==> src/rtl/seq_gen_10010.sv <==
// Bit-serial pattern source: start -> first bit after the same edge, registered outputs, no backpressure.
// Optional err_inj input when SEQ_GEN_ERR_INJ_EN is defined (inverts the next driven pattern bit).
module seq_gen_10010 #(
  parameter int unsigned        PAT_LEN = 5,
  parameter logic [PAT_LEN-1:0] PATTERN = 5'b10010,
  parameter int unsigned        OVL_LEN = 2,
  parameter int unsigned        GAP     = 0
) (
  input  logic       clk,
  input  logic       rst,
  input  logic       start,
  input  logic       overlap,
  input  logic [7:0] rep_cnt,
  input  logic       stop,
`ifdef SEQ_GEN_ERR_INJ_EN
  input  logic       err_inj,
`endif
  output logic       data_out,
  output logic       data_valid,
  output logic       busy,
  output logic       done
);

  typedef enum logic [1:0] {
    IDLE    = 2'd0,
    SEND    = 2'd1,
    GAP_ST  = 2'd2,
    DONE_ST = 2'd3
  } state_t;

  localparam logic [15:0] PAT16     = 16'(PATTERN);
  localparam logic [3:0]  FIRST_IDX = 4'(PAT_LEN - 1);
  localparam logic [3:0]  OVL_IDX   = 4'(PAT_LEN - 1 - OVL_LEN);
  localparam logic [7:0]  GAP_M1    = (GAP == 0) ? 8'd0 : 8'(GAP - 1);

  state_t     state_q, state_d;
  logic [3:0] idx_q, idx_d;
  logic [7:0] rep_q, rep_d;
  logic [7:0] rep_cnt_q, rep_cnt_d;
  logic       ovl_q, ovl_d;
  logic       stop_q, stop_d;
  logic [7:0] gap_q, gap_d;
  logic       bit_d, vld_d, busy_d, done_d;
  logic       last_rep;
  logic [3:0] rep_start_idx;

  // Later repetitions skip the shared prefix only when they abut the previous one.
  assign rep_start_idx = (ovl_q && (GAP == 0)) ? OVL_IDX : FIRST_IDX;
  assign last_rep      = (rep_cnt_q != 8'd0) && ((rep_q + 8'd1) == rep_cnt_q);

  always_ff @(posedge clk or posedge rst) begin
    if (rst) begin
      state_q <= IDLE;
    end else begin
      state_q <= state_d;
    end
  end

  always_comb begin
    state_d   = state_q;
    idx_d     = idx_q;
    rep_d     = rep_q;
    rep_cnt_d = rep_cnt_q;
    ovl_d     = ovl_q;
    stop_d    = stop_q;
    gap_d     = gap_q;
    bit_d     = 1'b0;
    vld_d     = 1'b0;
    busy_d    = 1'b0;
    done_d    = 1'b0;

    case (state_q)
      IDLE: begin
        rep_d  = 8'd0;
        stop_d = 1'b0;
        if (start) begin
          state_d   = SEND;
          rep_cnt_d = rep_cnt;
          ovl_d     = overlap;
          stop_d    = stop;
          idx_d     = FIRST_IDX;
          bit_d     = PAT16[FIRST_IDX];
          vld_d     = 1'b1;
          busy_d    = 1'b1;
        end
      end

      SEND: begin
        stop_d = stop_q | stop;
        if (idx_q != 4'd0) begin
          idx_d  = idx_q - 4'd1;
          bit_d  = PAT16[idx_q - 4'd1];
          vld_d  = 1'b1;
          busy_d = 1'b1;
        end else begin
          // Pattern boundary: the only place a burst may end.
          rep_d = rep_q + 8'd1;
          if (last_rep || stop_q || stop) begin
            state_d = DONE_ST;
            done_d  = 1'b1;
          end else if (GAP != 0) begin
            state_d = GAP_ST;
            gap_d   = GAP_M1;
            busy_d  = 1'b1;
          end else begin
            idx_d  = rep_start_idx;
            bit_d  = PAT16[rep_start_idx];
            vld_d  = 1'b1;
            busy_d = 1'b1;
          end
        end
      end

      GAP_ST: begin
        stop_d = stop_q | stop;
        busy_d = 1'b1;
        if (gap_q == 8'd0) begin
          state_d = SEND;
          idx_d   = FIRST_IDX;
          bit_d   = PAT16[FIRST_IDX];
          vld_d   = 1'b1;
        end else begin
          gap_d = gap_q - 8'd1;
        end
      end

      DONE_ST: begin
        state_d = IDLE;
      end

      default: begin
        state_d = IDLE;
      end
    endcase

`ifdef SEQ_GEN_ERR_INJ_EN
    if ((state_q == SEND) && err_inj && vld_d) begin
      bit_d = ~bit_d;
    end
`endif
  end

  always_ff @(posedge clk or posedge rst) begin
    if (rst) begin
      idx_q      <= 4'd0;
      rep_q      <= 8'd0;
      rep_cnt_q  <= 8'd0;
      ovl_q      <= 1'b0;
      stop_q     <= 1'b0;
      gap_q      <= 8'd0;
      data_out   <= 1'b0;
      data_valid <= 1'b0;
      busy       <= 1'b0;
      done       <= 1'b0;
    end else begin
      idx_q      <= idx_d;
      rep_q      <= rep_d;
      rep_cnt_q  <= rep_cnt_d;
      ovl_q      <= ovl_d;
      stop_q     <= stop_d;
      gap_q      <= gap_d;
      data_out   <= bit_d;
      data_valid <= vld_d;
      busy       <= busy_d;
      done       <= done_d;
    end
  end

endmodule

==> config.mk <==
export PLATFORM = sky130hd
export DESIGN_NAME = seq_gen_10010
export DESIGN_NICKNAME = d
export VERILOG_FILES = /design/src/rtl/seq_gen_10010.sv
export SDC_FILE = /design/constraint.sdc
export NUM_CORES = 1
export LEC_CHECK = 0
export CAP_MARGIN = 20
export CORE_MARGIN = 3
export CORE_UTILIZATION = 37
export CTS_CLUSTER_DIAMETER = 40
export DETAILED_ROUTE_END_ITERATION = 10
export GPL_TIMING_DRIVEN = 0
export SLEW_MARGIN = 25
export SYNTH_ARGS = -nofsm -noshare
export SYNTH_HDL_FRONTEND = slang
export SYNTH_SLANG_ARGS = --single-unit
==> constraint.sdc <==
create_clock -name clk -period 6.7 [get_ports clk]
set_clock_uncertainty 0.05 [all_clocks]
set_input_delay 1.005 -clock clk [delete_from_list [all_inputs] [get_ports clk]]
set_output_delay 1.005 -clock clk [all_outputs]
set_load 0.03 [all_outputs]
==> results.toml, run 1 <==
[clock_tree]
post-cts-setup-buffers = 0
clockBufferDepth = 2
cts_sinks = 36
postCtsHoldBufs = 0
clock_latency_ps = 290
cts_made_buffers = 5
htree_num_levels = 2
clk_pin_slew_ps = 80
clock_tree.root_cell = "clkbuf_8"
cts_tree = "done"
cts_resized = 0

[floorplanning]
rows = 26
chipWidth_um = 80.0
die-area_mm2 = 0.00640
io_pins = 17
core_mm2 = 0.00520
die_h_um = 80.0
start_util_pct = 38.9

[synth]
syn_nets = 225
yosysTopAreaCellShare_pct = 44.5
yosysSeqAreaShare_pct = 44.5
synth_cell_type_count = 43
ys_ff_latch = 36
avgSynthCellArea_um2 = 9.97
synthCells = 203
synth_area_leaders = "dfrtp_1, ha_1, mux2_2"
syn_area_mm2 = 0.00202
async_reset_ff_share_pct = 100
yosysTopAreaCell = "dfrtp_1"
synth_flop_cell = "dfrtp_1"
synth_edf_count = 0
yosys_warnings = 0

[sta]
drv_slew = 0
layout_min_cycle_time_ps = 2430
setup_viol = 0
relSlewSlack_pct = 54.9
setup_ws_ps = 4270
min_period_over_period_pct = 36.2
worstMarginPinSlew_ps = 676
max_freq_ghz = 0.412
hold_violations = 0
tns_ps = 0
rsz0062_at_grt = "no"

[final_layout]
num-fill-cells = 526
ff_latch_area_um2 = 901
fin_nets = 249
area_delta_synth_final_pct = 18.4
drive_above_1_share_pct = 13.7
antennaDiodeCount = 0
multiInputGateArea_mm2 = 0.00106

[global_routing]
track_usage_pct = 15.1
grt_max_degree = 20
antenna_found_initial = 0
grt_pass1_wl_mm = 7.38
grt_overflow = 0
first_global_vias = 1516

[worst_setup_path]
cp_slowest_stage_delay_ps = 460
crit_required_ps = 6830
startpoint_type = "flop"
path_max_fanout = 10
cp-startpoint = "rep_q[0]$_DFFE_PP0P_"
crit_arrival_ps = 2560
slowest_stage = "dfrtp_1"
worstSetupPathType = "flop to flop"
timing.rr.start = "rep_q[0]$_DFFE_PP0P_"
cp-end-kind = "flop"
worstPathCellList = "ha_1 > clkbuf_1 > and2_1 > a211o_1 > a31o_2 > a41oi_2 > o21ai_2 > o2bb2ai_1"

[power_and_ir_drop]
leakagePower_nw = 1.05
pwr_density_cell_mw_per_mm2 = 409
power.total_mw = 0.979
peakVddDrop_v = 0.000216

[route]
wl_per_cell_um = 14.6
drt_iter0_markers = 72
firstDrtPassIters = 4
ant_nets = 0
route.detailed.drc = 0
drt-vias-per-instance = 5.29
wl_mm = 4.33
vias = 1571

[outcome]
outcome = "finished clean"

[placed_design]
dp_slack_ps = 4000
dp_hpwl_mm = 3.17
io_buffers = 16
globalplace.congestion = 0.838

[flow_run]
cap_viol_max_count = 0

[worst_hold_path]
worstHoldStart = "gap_q[6]$_DFFE_PP0P_"
hp-class = "flop to flop"
-- final timing paths --
path | endpoint | slack (ps) | cells past startpoint
worst max register to register | state_q[0]$_DFFE_PP0P_ | 4270 | 8
worst min-delay path | gap_q[6]$_DFFE_PP0P_ | 440 | 1
min in group asynchronous | rep_cnt_q[1]$_DFFE_PP0P_ | 990 | 2
max in group asynchronous | gap_q[0]$_DFFE_PP0P_ | 5160 | 3
worst min register to register | gap_q[6]$_DFFE_PP0P_ | 440 | 1
worst max-delay path | state_q[0]$_DFFE_PP0P_ | 4270 | 8
-- critical path: cells and delay by family (launching register included) --
kind / cells / cell delay (ps)
fa+ha+maj: 1 / 230
compound gates: 5 / 1160
flops: 1 / 460
simple gates: 1 / 210
buf+inv: 1 / 210
-- synth_stat cells (all sizes together) (2+ instances only) --
library cell	instances
xnor2	9
nor2	15
or3	3
and2	3
nor4	3
nand3	4
mux2	9
or2	3
nor3	6
xor2	7
dfrtp	36
and3	2
a31o	2
o41ai	4
a211o	2
ha	9
inv	12
mux2i	2
clkbuf	2
o21ai	23
a21oi	10
nand2b	5
o31ai	3
nand2	13
or4	3
-- cells by family after synthesis --
family	after synthesis	synth area share [%]
compound gates	52	17.6
xor+xnor	16	6.92
fa+ha+maj	9	5.56
buf+inv	15	2.97
flops	36	44.5
mux	11	6.00
simple gates	64	16.4
-- cell usage in the layout (no fill, tap or decap), drive strengths merged, types with 3 or more instances in the layout --
cell,synthesis,routed
dfrtp,36,36
o21ai,23,23
clkdlybuf4s50,0,16
nor2,15,15
nand2,13,13
inv,12,12
a21oi,10,10
mux2,9,9
xnor2,9,9
ha,9,9
clkbuf,2,9
xor2,7,7
nor3,6,6
nand2b,5,5
o41ai,4,4
nand3,4,4
and2,3,3
or3,3,3
nor4,3,3
or2,3,3
or4,3,3
o31ai,3,3
-- cell type report --
type,count,share of cell area [%]
plain buffers,3,0.627
repair buffers,17,7.83
clock buffers,7,4.02
multi-input cells,152,44.4
well taps,70,3.66
inverters,12,1.88
flip-flops and latches,36,37.6
-- per-layer routing --
layer  wire length [um]  vias to the layer above  track usage, %
li1                   -                      778               -
met1               2110                      750            21.0
met2               1950                       34            22.7
met3                199                        9            3.61
met4                 69                        0            5.57
met5                  0                        -               0
-- per-stage QoR --
stage / std cells / hold slack [ps] / util, % / area, um2
floorplan: 203 / 396 / - / 2020
global route: 297 / 461 / 46.0 / 2400
global placement: 289 / 415 / 43.7 / 2270
CTS: 297 / 439 / 46.0 / 2400
finish: 297 / 435 / 46.0 / 2400
detailed placement: 290 / 421 / 44.2 / 2300
-- flip-flops by register name, summed over array words and instances, names as in the netlist --
register / cells
done: 1
rep_cnt_q: 8
idx_q: 4
busy: 1
data_out: 1
state_q: 2
stop_q: 1
rep_q: 8
ovl_q: 1
gap_q: 8
data_valid: 1
-- power by group --
part	switching (mW)	leakage [nW]	internal (mW)
registers	0.0661	0.463	0.284
logic	0.255	0.541	0.205
clock network	0.0780	0.0503	0.0917
Power figures use the tool's default switching activity.
==> inputs of run 2 (changes only) <==
clock period = 2.5 ns   (was 6.7 ns; I/O delays follow)
==> run 2 against run 1 <==
Critical path depth down 1. Sequential share of layout area fell by 0.098 points. Clock power increased to 2.7 times the previous value. Highest routed layer unchanged.
==> results.toml, run 2 (same netlist as run 1, synthesis figures left out) <==
[sta]
layout_min_cycle_time_ps = 2360
relSlewSlack_pct = 68.6
drv_slew = 0
hold_violations = 0
worstMarginPinSlew_ps = 468
min_period_over_period_pct = 94.5
setup_viol = 0
max_freq_ghz = 0.423
rsz0062_at_grt = "yes"

[floorplanning]
start_util_pct = 38.9
die-area_mm2 = 0.00640
rows = 26
chipWidth_um = 80.0
core_mm2 = 0.00520
io_pins = 17
die_h_um = 80.0

[clock_tree]
cts_sinks = 36
cts_made_buffers = 5
clock_latency_ps = 300
clockBufferDepth = 2
clk_pin_slew_ps = 80
htree_num_levels = 2
clock_tree.root_cell = "clkbuf_8"
cts_tree = "done"

[power_and_ir_drop]
pwr_density_cell_mw_per_mm2 = 1100
power.total_mw = 2.65
peakVddDrop_v = 0.000583
leakagePower_nw = 1.05

[global_routing]
antenna_found_initial = 0
grtUsageMet3_pct = 3.61
track_usage_pct = 15.1
grt_pass1_wl_mm = 7.38
grt_max_degree = 20
first_global_vias = 1516
grtUsageMet2_pct = 22.7
grt_use_met1_pct = 21.0
grt_overflow = 0
busiest_layer = "met2"

[worst_setup_path]
startpoint_type = "flop"
path_max_fanout = 10
worstSetupPathType = "flop to flop"
slowest_stage = "dfrtp_1"
cp-end-kind = "flop"
crit_required_ps = 2630
worstPathCellList = "ha_1 > and2_1 > a211o_1 > a31o_2 > a41oi_2 > o21ai_2 > o2bb2ai_1"
crit_arrival_ps = 2500
cp_slowest_stage_delay_ps = 460

[route]
firstDrtPassIters = 4
ant_nets = 0
route.detailed.drc = 0
wl_mm = 4.35
drt-vias-per-instance = 5.32
drt_iter0_markers = 67
wl_per_cell_um = 14.7
vias = 1575

[final_layout]
fin_nets = 248
drive_above_1_share_pct = 15.0
final_common_cell = "dfrtp_1"
ff_latch_area_um2 = 901
area_delta_synth_final_pct = 18.7
antennaDiodeCount = 0
stdcell_count = 296
fin_area_mm2 = 0.00240
mostFrequentLayoutCells = "dfrtp_1, o21ai_0, clkdlybuf4s50_1, nor2_1, nand2_1"
multiInputGateArea_mm2 = 0.00107
num-fill-cells = 528
top_regs = "gap_q: 8 flops, rep_cnt_q: 8 flops, rep_q: 8 flops"

[worst_hold_path]
hp-class = "input port to async pin"

[placed_design]
dp.cells = 290
io_buffers = 16
placed_area_mm2 = 0.00230
dp_hpwl_mm = 3.17
globalplace.congestion = 0.838

[outcome]
outcome = "finished clean"

[flow_run]
cap_viol_max_count = 0
## run 2: cell types whose count changed in the layout (fill, tap and decap cells not counted), sizes merged
cell,previous run,this run
clkbuf,9,8
## run 2: cell type report
cell class / instances / share of cell area (%)
plain buffers: 2 / 0.469
repair buffers: 17 / 7.81
inverters: 12 / 1.88
multi-input cells: 152 / 44.7
clock buffers: 7 / 4.01
flip-flops and latches: 36 / 37.5
well taps: 70 / 3.65
## run 2: timing repair
item / 4_1_cts / 5_1_grt
endpoints found under the hold margin: 0 / 0
resized for setup: 0 / 3
endpoints found under the setup margin: 0 / 10
setup buffers: 0 / 0
hold buffers: 0 / 0
## run 2: metrics by stage
| step | setup slack, ps | utilization, % | hold WS, ps | TNS (ps) |
|---|---|---|---|---|
| after global routing | -3.11 | 46.2 | 412 | -3.11 |
| after global placement | 82.6 | 43.7 | 415 | 0 |
| final | 137 | 46.2 | 360 | 0 |
| after detailed placement | 87.9 | 44.2 | 421 | 0 |
| after CTS | 79.3 | 46.0 | 377 | 0 |
| after floorplan | 365 | - | 396 | 0 |
## run 2: worst paths after layout
check / slack, ps / to / cells past startpoint / start
hold / removal: 360 / rep_cnt_q[1]$_DFFE_PP0P_ / 2 / rst
setup reg to reg: 140 / state_q[0]$_DFFE_PP0P_ / 7 / rep_q[0]$_DFFE_PP0P_
max in group asynchronous: 1590 / gap_q[0]$_DFFE_PP0P_ / 3 / rst
setup / recovery: 140 / state_q[0]$_DFFE_PP0P_ / 7 / rep_q[0]$_DFFE_PP0P_
hold reg to reg: 440 / gap_q[6]$_DFFE_PP0P_ / 1 / gap_q[6]$_DFFE_PP0P_
min in group clk: 440 / gap_q[6]$_DFFE_PP0P_ / 1 / gap_q[6]$_DFFE_PP0P_
## run 2: report_power, final
part           leakage (nW)  switching [mW]  internal (mW)  total [mW]
sequential            0.463           0.178          0.760       0.938
clock                0.0503           0.211          0.246       0.456
combinational         0.541           0.699          0.558        1.26
## run 2: critical path: cells and delay by family, from the launching register on
| kind | cells | cell delay, ps |
|---|---|---|
| AND/OR/NAND/NOR | 1 | 200 |
| flip-flops | 1 | 460 |
| AO/OA/AOI/OAI | 5 | 1190 |
| adder cells (fa/ha/maj) | 1 | 360 |
## run 2: metal layers
metal  wire length [um]  vias to the layer above  share of wire, %
li1                   -                      773                 -
met1               2160                      767                50
met2               1960                       26                45
met3                151                        9               3.5
met4                 70                        0               1.6
met5                  0                        -                 0
==> inputs of run 3 (changes only) <==
--- a/config.mk
+++ b/config.mk
@@ -7,2 +7,3 @@
 export LEC_CHECK = 0
+export ABC_AREA = 1
 export CAP_MARGIN = 20
@@ -10,3 +11,3 @@
 export CORE_UTILIZATION = 37
-export CTS_CLUSTER_DIAMETER = 40
+export CTS_CLUSTER_DIAMETER = 50
 export DETAILED_ROUTE_END_ITERATION = 10
==> constraint.sdc (replaced) <==
create_clock -name clk -period 2.5 [get_ports clk]
set_clock_uncertainty 0.05 [all_clocks]
set_input_delay 0.5 -clock clk [delete_from_list [all_inputs] [get_ports clk]]
set_output_delay 0.5 -clock clk [all_outputs]
set_load 0.03 [all_outputs]
==> run 3 against run 2 <==
First-iteration DRC count is 7.5% lower. Sequential share of layout area is 0.18 points higher. Via count is 4.6% higher. Cell count is 20% higher. Total power is 8.6% lower. Setup slack better by 320 ps. Sequential power is 8.3% lower. Utilization is 0.50 points lower. Global-route usage is 1.2 points lower. Non-clock buffer count stayed put. Critical path type unchanged. Largest cell class unchanged.
==> results.toml, run 3 <==
[outcome]
outcome = "finished clean"

[worst_setup_path]
worstPathCellList = "inv_1 > ha_1 > nand2_1 > nor2_1 > inv_1 > nor2_4 > inv_1 > o21ai_0 > nand2_1 > a21oi_1"
path_max_fanout = 8
cp-startpoint = "idx_q[0]$_DFFE_PP0P_"
cp_slowest_stage_delay_ps = 410
worstSetupPathType = "flop to flop"
reg2reg_slack_ps = 450
crit_arrival_ps = 2200
crit_top_cell = "inv_1"
reg2reg_to = "data_out$_DFF_PP0_"
critical-path-top-delay-family = "simple AND/OR/NAND/NOR gates"
timing.rr.start = "idx_q[0]$_DFFE_PP0P_"
startpoint_type = "flop"
cp-end-kind = "flop"
slowest_stage = "dfrtp_1"
r2r_cells = 10
crit_required_ps = 2650
worst-path-buf-inv = 3

[sta]
min_period_over_period_pct = 81.8
worstMarginPinSlew_ps = 705
setup_ws_ps = 454
layout_min_cycle_time_ps = 2050
tns_ps = 0
rsz0062_at_grt = "no"
setup_viol = 0
hold_violations = 0
fin_hold_ws_ps = 411
relSlewSlack_pct = 53.0
drv_slew = 0
max_freq_ghz = 0.489

[route]
ant_nets = 0
drt_iter0_markers = 62
route.detailed.drc = 0
firstDrtPassIters = 5
wl_per_cell_um = 11.1
drt-vias-per-instance = 4.63
vias = 1647
wl_mm = 3.95

[final_layout]
final_common_cell = "nand2_1"
num-fill-cells = 535
fin_nets = 308
area_delta_synth_final_pct = 17.1
fin_area_mm2 = 0.00239
antennaDiodeCount = 0
top_regs = "gap_q: 8 flops, rep_cnt_q: 8 flops, rep_q: 8 flops"
drive_above_1_share_pct = 7.34
mostFrequentLayoutCells = "nand2_1, inv_1, dfrtp_1, nor2_1, nand3_1"
final_core_util_pct = 45.7

[clock_tree]
clock_tree.root_cell = "clkbuf_8"
clk_pin_slew_ps = 70
cts_made_buffers = 5
cts_tree = "done"
clock_latency_ps = 280
cts_resized = 0
postCtsHoldBufs = 0
htree_num_levels = 2
post-cts-setup-buffers = 0
cts_sinks = 36
clockBufferDepth = 2

[synth]
avgSynthCellArea_um2 = 7.79
synth.area.mux_share_pct = 0
synth-compound-area-share_pct = 8.21
synthAdderAreaFrac_pct = 5.51
synth_commonest_cells = "nand2_1, inv_1, dfrtp_1"
synth_flop_cell = "dfrtp_1"
async_reset_ff_share_pct = 100
synthCells = 262
synth_edf_count = 0
synth-xor-area-share_pct = 3.86
syn_nets = 284
synth_area_leaders = "dfrtp_1, nand2_1, inv_1"
yosysTopAreaCell = "dfrtp_1"
synth_cell_type_count = 26
yosys_warnings = 0
yosysTopAreaCellShare_pct = 44.1
synth_top_family_by_area = "simple AND/OR/NAND/NOR gates"
yosysMostFrequentCell = "nand2_1"
synth-simple-area-share_pct = 30.4
yosysSeqAreaShare_pct = 44.1
ys_ff_latch = 36
syn_area_mm2 = 0.00204

[global_routing]
antenna_found_initial = 0
track_usage_pct = 13.8
grt_max_degree = 26
first_global_vias = 1600
grt_overflow = 0
grt_pass1_wl_mm = 6.89

[flow_run]
cap_viol_max_count = 0

[placed_design]
dp_slack_ps = 472
placed_area_mm2 = 0.00231
globalplace.congestion = 0.747
io_buffers = 16
dp_hpwl_mm = 3.02

[power_and_ir_drop]
peakVddDrop_v = 0.000644
leakagePower_nw = 1.17
pwr_density_cell_mw_per_mm2 = 1010

[floorplanning]
rows = 26
die-area_mm2 = 0.00645
io_pins = 17
die_h_um = 80.3
core_mm2 = 0.00524
chipWidth_um = 80.3
start_util_pct = 39.0

[worst_hold_path]
hp-class = "input port to async pin"
[run 3: cell count changes in the layout (fill, tap and decap cells not counted), moves of 7 or more]
cell,change
o22ai_1,+7
nand3_1,+18
nand2_1,+56
xnor2_1,-7
nor2_1,+10
inv_1,+29
mux2_2,-9
[run 3: final cells by class]
class,count,area (um2),share of cell area (%)
plain buffers,2,7.51,0.314
clock buffers,5,68.8,2.88
clock inverters,2,12.5,0.523
inverters,41,154,6.44
multi-input cells,183,980,41.0
flip-flops and latches,36,901,37.7
well taps,70,87.6,3.66
repair buffers,17,180,7.54
[run 3: kinds of logic after synthesis]
logic type,count (synthesis)
adders and majority gates,9
AOI/OAI and AO/OA,30
and+or+nand+nor,135
DFF,36
xor gates and xnor gates,9
buffers and inverters,43
[run 3: routing by layer]
| layer | wire, um | vias up | global-route usage (%) |
|---|---|---|---|
| met5 | 0 | - | 0 |
| met1 | 1990 | 729 | 17.6 |
| met2 | 1770 | 29 | 22.9 |
| li1 | - | 882 | - |
| met4 | 54 | 0 | 4.05 |
| met3 | 142 | 7 | 3.70 |
[run 3: worst max-delay path by stage]
stage	to	slack [ps]	cells past startpoint
2_1_floorplan	idx_q[0]$_DFFE_PP0P_	760	10
3_3_place_gp	idx_q[1]$_DFFE_PP0P_	260	2
3_5_place_dp	rep_q[7]$_DFFE_PP0P_	470	7
4_1_cts	rep_q[0]$_DFFE_PP0P_	460	7
5_1_grt	rep_q[0]$_DFFE_PP0P_	240	7
6_report	data_out$_DFF_PP0_	450	10
[run 3: where the power goes]
part | switching, mW | internal (mW) | leakage, nW | total, mW
clock | 0.201 | 0.188 | 0.0400 | 0.390
combinational | 0.743 | 0.430 | 0.661 | 1.17
sequential | 0.110 | 0.750 | 0.471 | 0.860
total | 1.05 | 1.37 | 1.17 | 2.42
[run 3: metrics by stage]
step                instances  total power, mW
detailed placement        349             2.04
global route              356             2.66
floorplan                 262             1.74
finish                    356             2.42
global placement          348             2.04
CTS                       356             2.45
